[src/rtl/fifo_rd_ctrl.sv]
// Burst read controller: pops burst_len beats from a synchronous-read FIFO into a
// 2-entry skid buffer feeding a valid/ready stream. Optional xfer_cnt port: FIFO_RD_CNT_EN.
module fifo_rd_ctrl #(
    parameter int DW = 8,
    parameter int CW = 8
) (
    input  logic          CLK,
    input  logic          RST,
    input  logic          start,
    input  logic [CW-1:0] burst_len,
    input  logic          fifo_empty,
    output logic          fifo_rd_en,
    input  logic [DW-1:0] fifo_rdata,
    output logic          m_valid,
    input  logic          m_ready,
    output logic [DW-1:0] m_data,
    output logic          busy,
    output logic          done
`ifdef FIFO_RD_CNT_EN
    ,
    output logic [CW-1:0] xfer_cnt
`endif
);

    typedef enum logic [1:0] {
        ST_IDLE,
        ST_READ,
        ST_DRAIN,
        ST_DONE
    } state_t;

    state_t        r_state;
    state_t        w_state_nxt;
    logic [CW-1:0] r_len;
    logic [CW-1:0] r_issued;
    logic [CW-1:0] w_issued_inc;
    logic          r_inflight;
    logic [DW-1:0] r_buf [2];
    logic          r_rd_ptr;
    logic          r_wr_ptr;
    logic [1:0]    r_count;
    logic [1:0]    w_count_nxt;
    logic [1:0]    w_pending;
    logic          w_accept;
    logic          w_push;
    logic          w_pop;

    assign w_accept     = (r_state == ST_IDLE) && start;
    assign w_push       = r_inflight;
    assign w_pop        = m_valid && m_ready;
    assign w_issued_inc = r_issued + CW'(1);
    assign w_count_nxt  = r_count + {1'b0, w_push} - {1'b0, w_pop};

    // Credit check counts the slot freed by this cycle's transfer, which is what
    // lets a full-rate stream keep one read in flight and one beat buffered.
    assign w_pending  = {1'b0, r_inflight} + r_count - {1'b0, w_pop};
    assign fifo_rd_en = (r_state == ST_READ) && !fifo_empty &&
                        (r_issued < r_len) && (w_pending < 2'd2);

    assign m_valid = (r_count != 2'd0);
    assign m_data  = r_buf[r_rd_ptr];
    assign busy    = (r_state == ST_READ) || (r_state == ST_DRAIN);
    assign done    = (r_state == ST_DONE);

    always_comb begin
        w_state_nxt = r_state;
        case (r_state)
            ST_IDLE: begin
                if (start) begin
                    w_state_nxt = (burst_len != '0) ? ST_READ : ST_DONE;
                end
            end
            ST_READ: begin
                if (fifo_rd_en && (w_issued_inc == r_len)) begin
                    w_state_nxt = ST_DRAIN;
                end
            end
            ST_DRAIN: begin
                if (!r_inflight && (w_count_nxt == 2'd0)) begin
                    w_state_nxt = ST_DONE;
                end
            end
            ST_DONE:  w_state_nxt = ST_IDLE;
            default:  w_state_nxt = ST_IDLE;
        endcase
    end

    always_ff @(posedge CLK or posedge RST) begin
        if (RST) begin
            r_state    <= ST_IDLE;
            r_len      <= '0;
            r_issued   <= '0;
            r_inflight <= 1'b0;
            // NOTE: the skid entries are reset because m_data must read zero in reset.
            r_buf[0]   <= '0;
            r_buf[1]   <= '0;
            r_rd_ptr   <= 1'b0;
            r_wr_ptr   <= 1'b0;
            r_count    <= 2'd0;
        end else begin
            r_state    <= w_state_nxt;
            r_inflight <= fifo_rd_en;
            if (w_accept) begin
                r_len    <= burst_len;
                r_issued <= '0;
            end else if (fifo_rd_en) begin
                r_issued <= w_issued_inc;
            end
            if (w_push) begin
                r_buf[r_wr_ptr] <= fifo_rdata;
                r_wr_ptr        <= ~r_wr_ptr;
            end
            if (w_pop) begin
                r_rd_ptr <= ~r_rd_ptr;
            end
            r_count <= w_count_nxt;
        end
    end

`ifdef FIFO_RD_CNT_EN
    always_ff @(posedge CLK or posedge RST) begin
        if (RST) begin
            xfer_cnt <= '0;
        end else if (w_accept) begin
            xfer_cnt <= '0;
        end else if (w_pop) begin
            xfer_cnt <= xfer_cnt + CW'(1);
        end
    end
`endif

endmodule
[config.mk]
export PLATFORM = sky130hd
export DESIGN_NAME = fifo_rd_ctrl
export DESIGN_NICKNAME = d
export VERILOG_FILES = /design/src/rtl/fifo_rd_ctrl.sv
export SDC_FILE = /design/constraint.sdc
export NUM_CORES = 1
export LEC_CHECK = 0
export CORE_MARGIN = 1.5
export CORE_UTILIZATION = 55
export CTS_CLUSTER_DIAMETER = 120
export DETAILED_ROUTE_END_ITERATION = 10
export GPL_TIMING_DRIVEN = 1
export PLACE_DENSITY = 0.81
export SLEW_MARGIN = 15
export SYNTH_ARGS = -nofsm -noshare
export SYNTH_HDL_FRONTEND = slang
export SYNTH_SLANG_ARGS = --single-unit
[constraint.sdc]
create_clock -name CLK -period 6.1 [get_ports CLK]
set_input_delay 1.83 -clock CLK [delete_from_list [all_inputs] [get_ports CLK]]
set_output_delay 1.83 -clock CLK [all_outputs]
set_load 0.01 [all_outputs]
==> out/metrics.cfg, run 1 <==
[clock_tree]
cts_buffer_depth = 2
cts_root_buf = clkbuf_8
cts_hold_buf = 0
cts_tree = built
h-tree-depth = 2
ctsResizeCount = 0
clk_pin_slew_worst_paths_ns = 0.07
post_cts_buffers = 0
clock_sinks = 39
clk_latency_ns = 0.28
cts_buffers = 5

[place]
hpwl_um = 3170
gp_congestion = 0.820
pre_cts_ws_ns = 0.169
port_buffers = 32

[sta]
fin_crit_sh_pct = 97.5
rsz0062_at_grt = false
min_period_ns = 5.95
worstMarginPinSlew_ns = 0.775
max_slew_margin_pct = 48.2
fin_setup_tns_ns = 0
max_freq_mhz = 168
finalMaxSlewViolations = 0
fin_ws_ns = 0.153
hold_violations = 0
setup_viol_count_final = 0
clock_skew_ns = 0.00549

[worst_setup_path]
endpoint_kind = output pin
critPathRequiredTime_ns = 4.27
critical_path_buf_inv_count = 5
slowest_stage = clkdlybuf4s50_1
max_stage_delay_ns = 0.53
path_cells = clkdlybuf4s50_1 -> and2_1 -> ha_1 -> inv_1 -> ha_1 -> xnor3_1 -> inv_2 -> a211oi_4 -> nand2_1 -> inv_1 -> clkdlybuf4s50_1
worstPathArrival_ns = 4.12
cp_top_family = buffers and inverters
crit_path_max_fanout = 3
r2r_slack_ns = 3.50
critPathKind = in -> out
critPathLaunchType = input port

[floorplan]
dieHeight_um = 67.2
io_pins = 33
rows = 23
die_w_um = 67.2
start_util_pct = 57.1
core_area_um2 = 3970
dieArea_um2 = 4510

[drt]
final_antenna_net_count = 0
vias = 1601
drt_pass1_iterations = 4
drc_errors = 0
viasPerCell = 5.35
first_iter_violations = 96
wl_um = 4180
wl_per_cell_um = 14.0

[synth]
synth_top_family_by_area = simple AND/OR/NAND/NOR gates
synth.distinct_cells = 41
syn_inst = 212
async_flop_share_pct = 100
seq_area_frac_synth_pct = 43.1
synth.mux.area_fraction_pct = 13.9
ys.flop_type = dfrtp_1
syn_area_per_cell_um2 = 10.7
synth-simple-area-share_pct = 14.5
ys_seq_elements = 39
synth-edff-count = 0
synth_nets = 249
synth_area_um2 = 2270
synth_compound_area_share_pct = 8.56
synth-adder-area-share_pct = 8.83
yosysWarnings = 0
synthXorXnorAreaFrac_pct = 7.18

[global_routing]
grt_pass1_wl_um = 7030
grt_pass1_vias = 1535
grt_overflow_total = 0
track_usage_pct = 20.9
grt_max_degree = 40
antenna_found_initial = 0

[layout]
layout_commonest_cell = dfrtp_1
nFillCells = 325
area_growth_pct = 21.0
drive_above_1_share_pct = 19.3
num_antenna_cells = 0
layout_common_cells = 39 x dfrtp_1, 32 x clkdlybuf4s50_1, 27 x mux2_2
nets = 286

[pwr]
ir_drop_v = 0.000335
p_per_area_nw_per_um2 = 462
p_leak_nw = 1.22

[worst_hold_path]
hold_class = reg -> reg

[outcome]
status = finished clean

[flow_run]
drv_cap = 0

## metal layers
metal	global-route usage (%)	vias up	part of all wire (%)	routed length [µm]
met4	5.61	0	0.86	36
met5	0	-	0	0
met2	32.3	17	46	1910
li1	-	808	-	-
met3	3.50	4	2.6	107
met1	30.4	772	51	2130
## cell usage after synthesis, types with 2 or more instances
library cell | number | area [µm²]
dfrtp_1 | 39 | 976
mux2_2 | 27 | 304
inv_1 | 17 | 63.8
ha_1 | 16 | 200
nand2_1 | 16 | 60.1
nor2_1 | 14 | 52.6
o21ai_0 | 14 | 70.1
xor2_1 | 11 | 96.3
nand3_1 | 8 | 40.0
clkbuf_1 | 5 | 18.8
xnor2_1 | 5 | 43.8
a21oi_1 | 3 | 15.0
and2_1 | 3 | 18.8
a211o_1 | 2 | 17.5
a31oi_1 | 2 | 12.5
nand3b_1 | 2 | 15.0
nand4_1 | 2 | 12.5
nor4_1 | 2 | 12.5
nor4b_1 | 2 | 17.5
## area by class of cell
cell class / instances / area (µm²) / share of cell area, %
clock inverters: 1 / 5.00 / 0.182
well taps: 50 / 62.6 / 2.28
inverters: 18 / 67.6 / 2.46
flip-flops and latches: 39 / 976 / 35.6
repair buffers: 36 / 350 / 12.8
multi-input cells: 149 / 1200 / 43.7
clock buffers: 6 / 82.6 / 3.01
## sequential cells by signal (all words and copies together), names as in the netlist
register	flops
r_buf	16
r_count	2
r_inflight	1
r_issued	8
r_len	8
r_rd_ptr	1
r_state	2
r_wr_ptr	1
## worst reg2reg max path, stage by stage, from the launching register on
cell,delay (ns)
dfrtp_1,0.37
or2_2,0.30
and2_1,0.19
ha_1,0.27
inv_1,0.04
ha_1,0.27
o21ai_0,0.13
o21ai_0,0.09
a21oi_1,0.34
nand4_1,0.15
mux2_2,0.30
o211ai_2,0.07
## path summary, 6_finish.rpt
path | startpoint | to | cells after the start
worst max-delay path | m_ready | fifo_rd_en | 11
worst min-delay path | r_wr_ptr | r_wr_ptr | 1
worst max register to register | r_count[0] | r_state[1] | 11
worst min register to register | r_wr_ptr | r_wr_ptr | 1
max in group asynchronous | RST | r_buf[11] | 3
min in group asynchronous | RST | r_len[6] | 3
## report_power, final
group          internal, mW  switching, mW
Clock                0.0887         0.0844
Combinational         0.348          0.297
Sequential            0.369         0.0800
Total                 0.806          0.461
## per-stage QoR
step	area [µm²]	util, %	power [mW]	cells	hold WS, ns
finish	2740	69.1	1.27	299	0.495
global route	2740	69.1	1.38	299	0.520
detailed placement	2660	66.9	1.10	292	0.479
CTS	2740	69.1	1.28	299	0.493
global placement	2660	66.9	1.08	292	0.478
floorplan	2270	-	0.882	212	0.463
## cell families (layout without fill, tap and decap cells)
group | count (synthesis) | after routing
compound gates | 28 | 28
flops | 39 | 39
xor+xnor | 17 | 17
buf+inv | 24 | 61
mux | 28 | 28
fa+ha+maj | 16 | 16
simple gates | 60 | 60
No activity file was read; power rests on OpenSTA's default activity.
==> inputs of run 2 (changes only) <==
Settings changed: CORE_MARGIN 1.5 to 4, SLEW_MARGIN 15 to 10.
==> out/metrics.cfg, run 2 (same netlist as run 1, synthesis figures left out) <==
[worst_setup_path]
critPathLaunchType = input port
worstPathArrival_ns = 3.73
endpoint_kind = output pin
critPathKind = in -> out
critPathRequiredTime_ns = 4.27
crit_path_max_fanout = 3

[sta]
finalMaxSlewViolations = 0
max_slew_margin_pct = 47.1
fin_crit_sh_pct = 91.2
hold_violations = 0
setup_viol_count_final = 0
clock_skew_ns = 0.0103
fin_setup_tns_ns = 0
fin_hold_ws_ns = 0.498
min_period_ns = 5.56
worstMarginPinSlew_ns = 0.794
max_freq_mhz = 180
rsz0062_at_grt = false

[layout]
layout_common_cells = 39 x dfrtp_1, 31 x clkdlybuf4s50_1, 27 x mux2_2
largest_reg_flops = 16
layout.area.seq_um2 = 976
layout_commonest_cell = dfrtp_1
nets = 285
area_growth_pct = 21.9
reg_top3 = r_buf x16, r_issued x8, r_len x8
nFillCells = 323
num_antenna_cells = 0
final_cells = 299
postLayoutCellArea_um2 = 2760
multi_input_area_um2 = 1200
final_util_pct = 69.1
drive_above_1_share_pct = 19.7
top_register = r_buf

[pwr]
p_per_area_nw_per_um2 = 477
p_leak_nw = 1.24
ir_drop_v = 0.000292

[drt]
wl_per_cell_um = 15.1
final_antenna_net_count = 0
drt_pass1_iterations = 4
drc_errors = 0
viasPerCell = 5.59
wl_um = 4520
first_iter_violations = 89
vias = 1672

[global_routing]
grt_pass1_vias = 1649
grt_max_degree = 40
track_usage_pct = 19.0
grt_pass1_wl_um = 7670
grt_overflow_total = 0
antenna_found_initial = 0

[clock_tree]
clk_pin_slew_worst_paths_ns = 0.08
cts_buffer_depth = 2
cts_buffers = 5
clock_sinks = 39
cts_root_buf = clkbuf_8
h-tree-depth = 2
cts_tree = built
clk_latency_ns = 0.30
cts_hold_buf = 0

[floorplan]
rows = 23
die_w_um = 72.2
io_pins = 33
start_util_pct = 56.6
dieHeight_um = 72.2
core_area_um2 = 4000
dieArea_um2 = 5210

[flow_run]
drv_cap = 0

[place]
place_area_um2 = 2650
port_buffers = 32
place_inst = 291
gp_congestion = 0.799
hpwl_um = 3300

[outcome]
status = finished clean

[worst_hold_path]
hold_class = reg -> reg

-- run 2: what timing repair did --
| action | in CTS | in global routing |
|---|---|---|
| gates resized for setup | 0 | 2 |
| hold endpoints to repair | 0 | 0 |
| endpoints found under the setup margin | 0 | 1 |
| buffers inserted | 0 | 0 |
-- run 2: final timing paths --
path	startpoint	to	slack [ns]	cells past startpoint
worst min register to register	r_wr_ptr	r_wr_ptr	0.50	1
max in group asynchronous	RST	r_len[3]	3.80	3
worst max register to register	r_count[0]	r_state[0]	3.46	11
worst min-delay path	r_wr_ptr	r_wr_ptr	0.50	1
worst max-delay path	m_ready	fifo_rd_en	0.54	11
min in group asynchronous	RST	r_count[1]	1.95	3
-- run 2: stage by stage --
step | total power, mW | setup WS, ns
final | 1.32 | 0.539
after global placement | 1.08 | 0.144
after global routing | 1.42 | 0.371
after CTS | 1.33 | 0.115
after floorplan | 0.882 | 0.905
after detailed placement | 1.10 | 0.133
-- run 2: critical path: stages --
cell and delay (ns):
clkdlybuf4s50_1 0.40, and2_1 0.16, ha_1 0.27, inv_1 0.04
ha_1 0.17, xnor3_1 0.21, inv_2 0.06, a211oi_4 0.22
nand2_1 0.11, inv_2 0.11, dlymetal6s2s_1 0.16
-- run 2: report_power, final --
part | internal, mW | leakage, nW | switching [mW]
clock | 0.122 | 0.0581 | 0.0953
combinational | 0.346 | 0.704 | 0.304
sequential | 0.369 | 0.482 | 0.0817
total | 0.837 | 1.24 | 0.481
-- run 2: cell type report --
type,instances,area share [%]
flip-flops and latches,39,35.3
well taps,50,2.26
inverters,18,2.45
repair buffers,35,12.5
multi-input cells,149,43.4
clock inverters,3,1.59
clock buffers,5,2.49
-- run 2: metal layers --
| layer | track usage (%) | routed length, µm | part of all wire [%] |
|---|---|---|---|
| met3 | 3.74 | 195 | 4.3 |
| met5 | 0 | 0 | 0 |
| met2 | 28.7 | 2200 | 49 |
| met1 | 27.6 | 2090 | 46 |
| met4 | 6.26 | 43 | 0.95 |
==> inputs of run 3 (changes only) <==
Settings changed: CTS_BUF_LIST from default to sky130_fd_sc_hd__clkbuf_8.
==> results of run 3 <==
No change in the layout: final DEF, timing and power equal those of run 2.
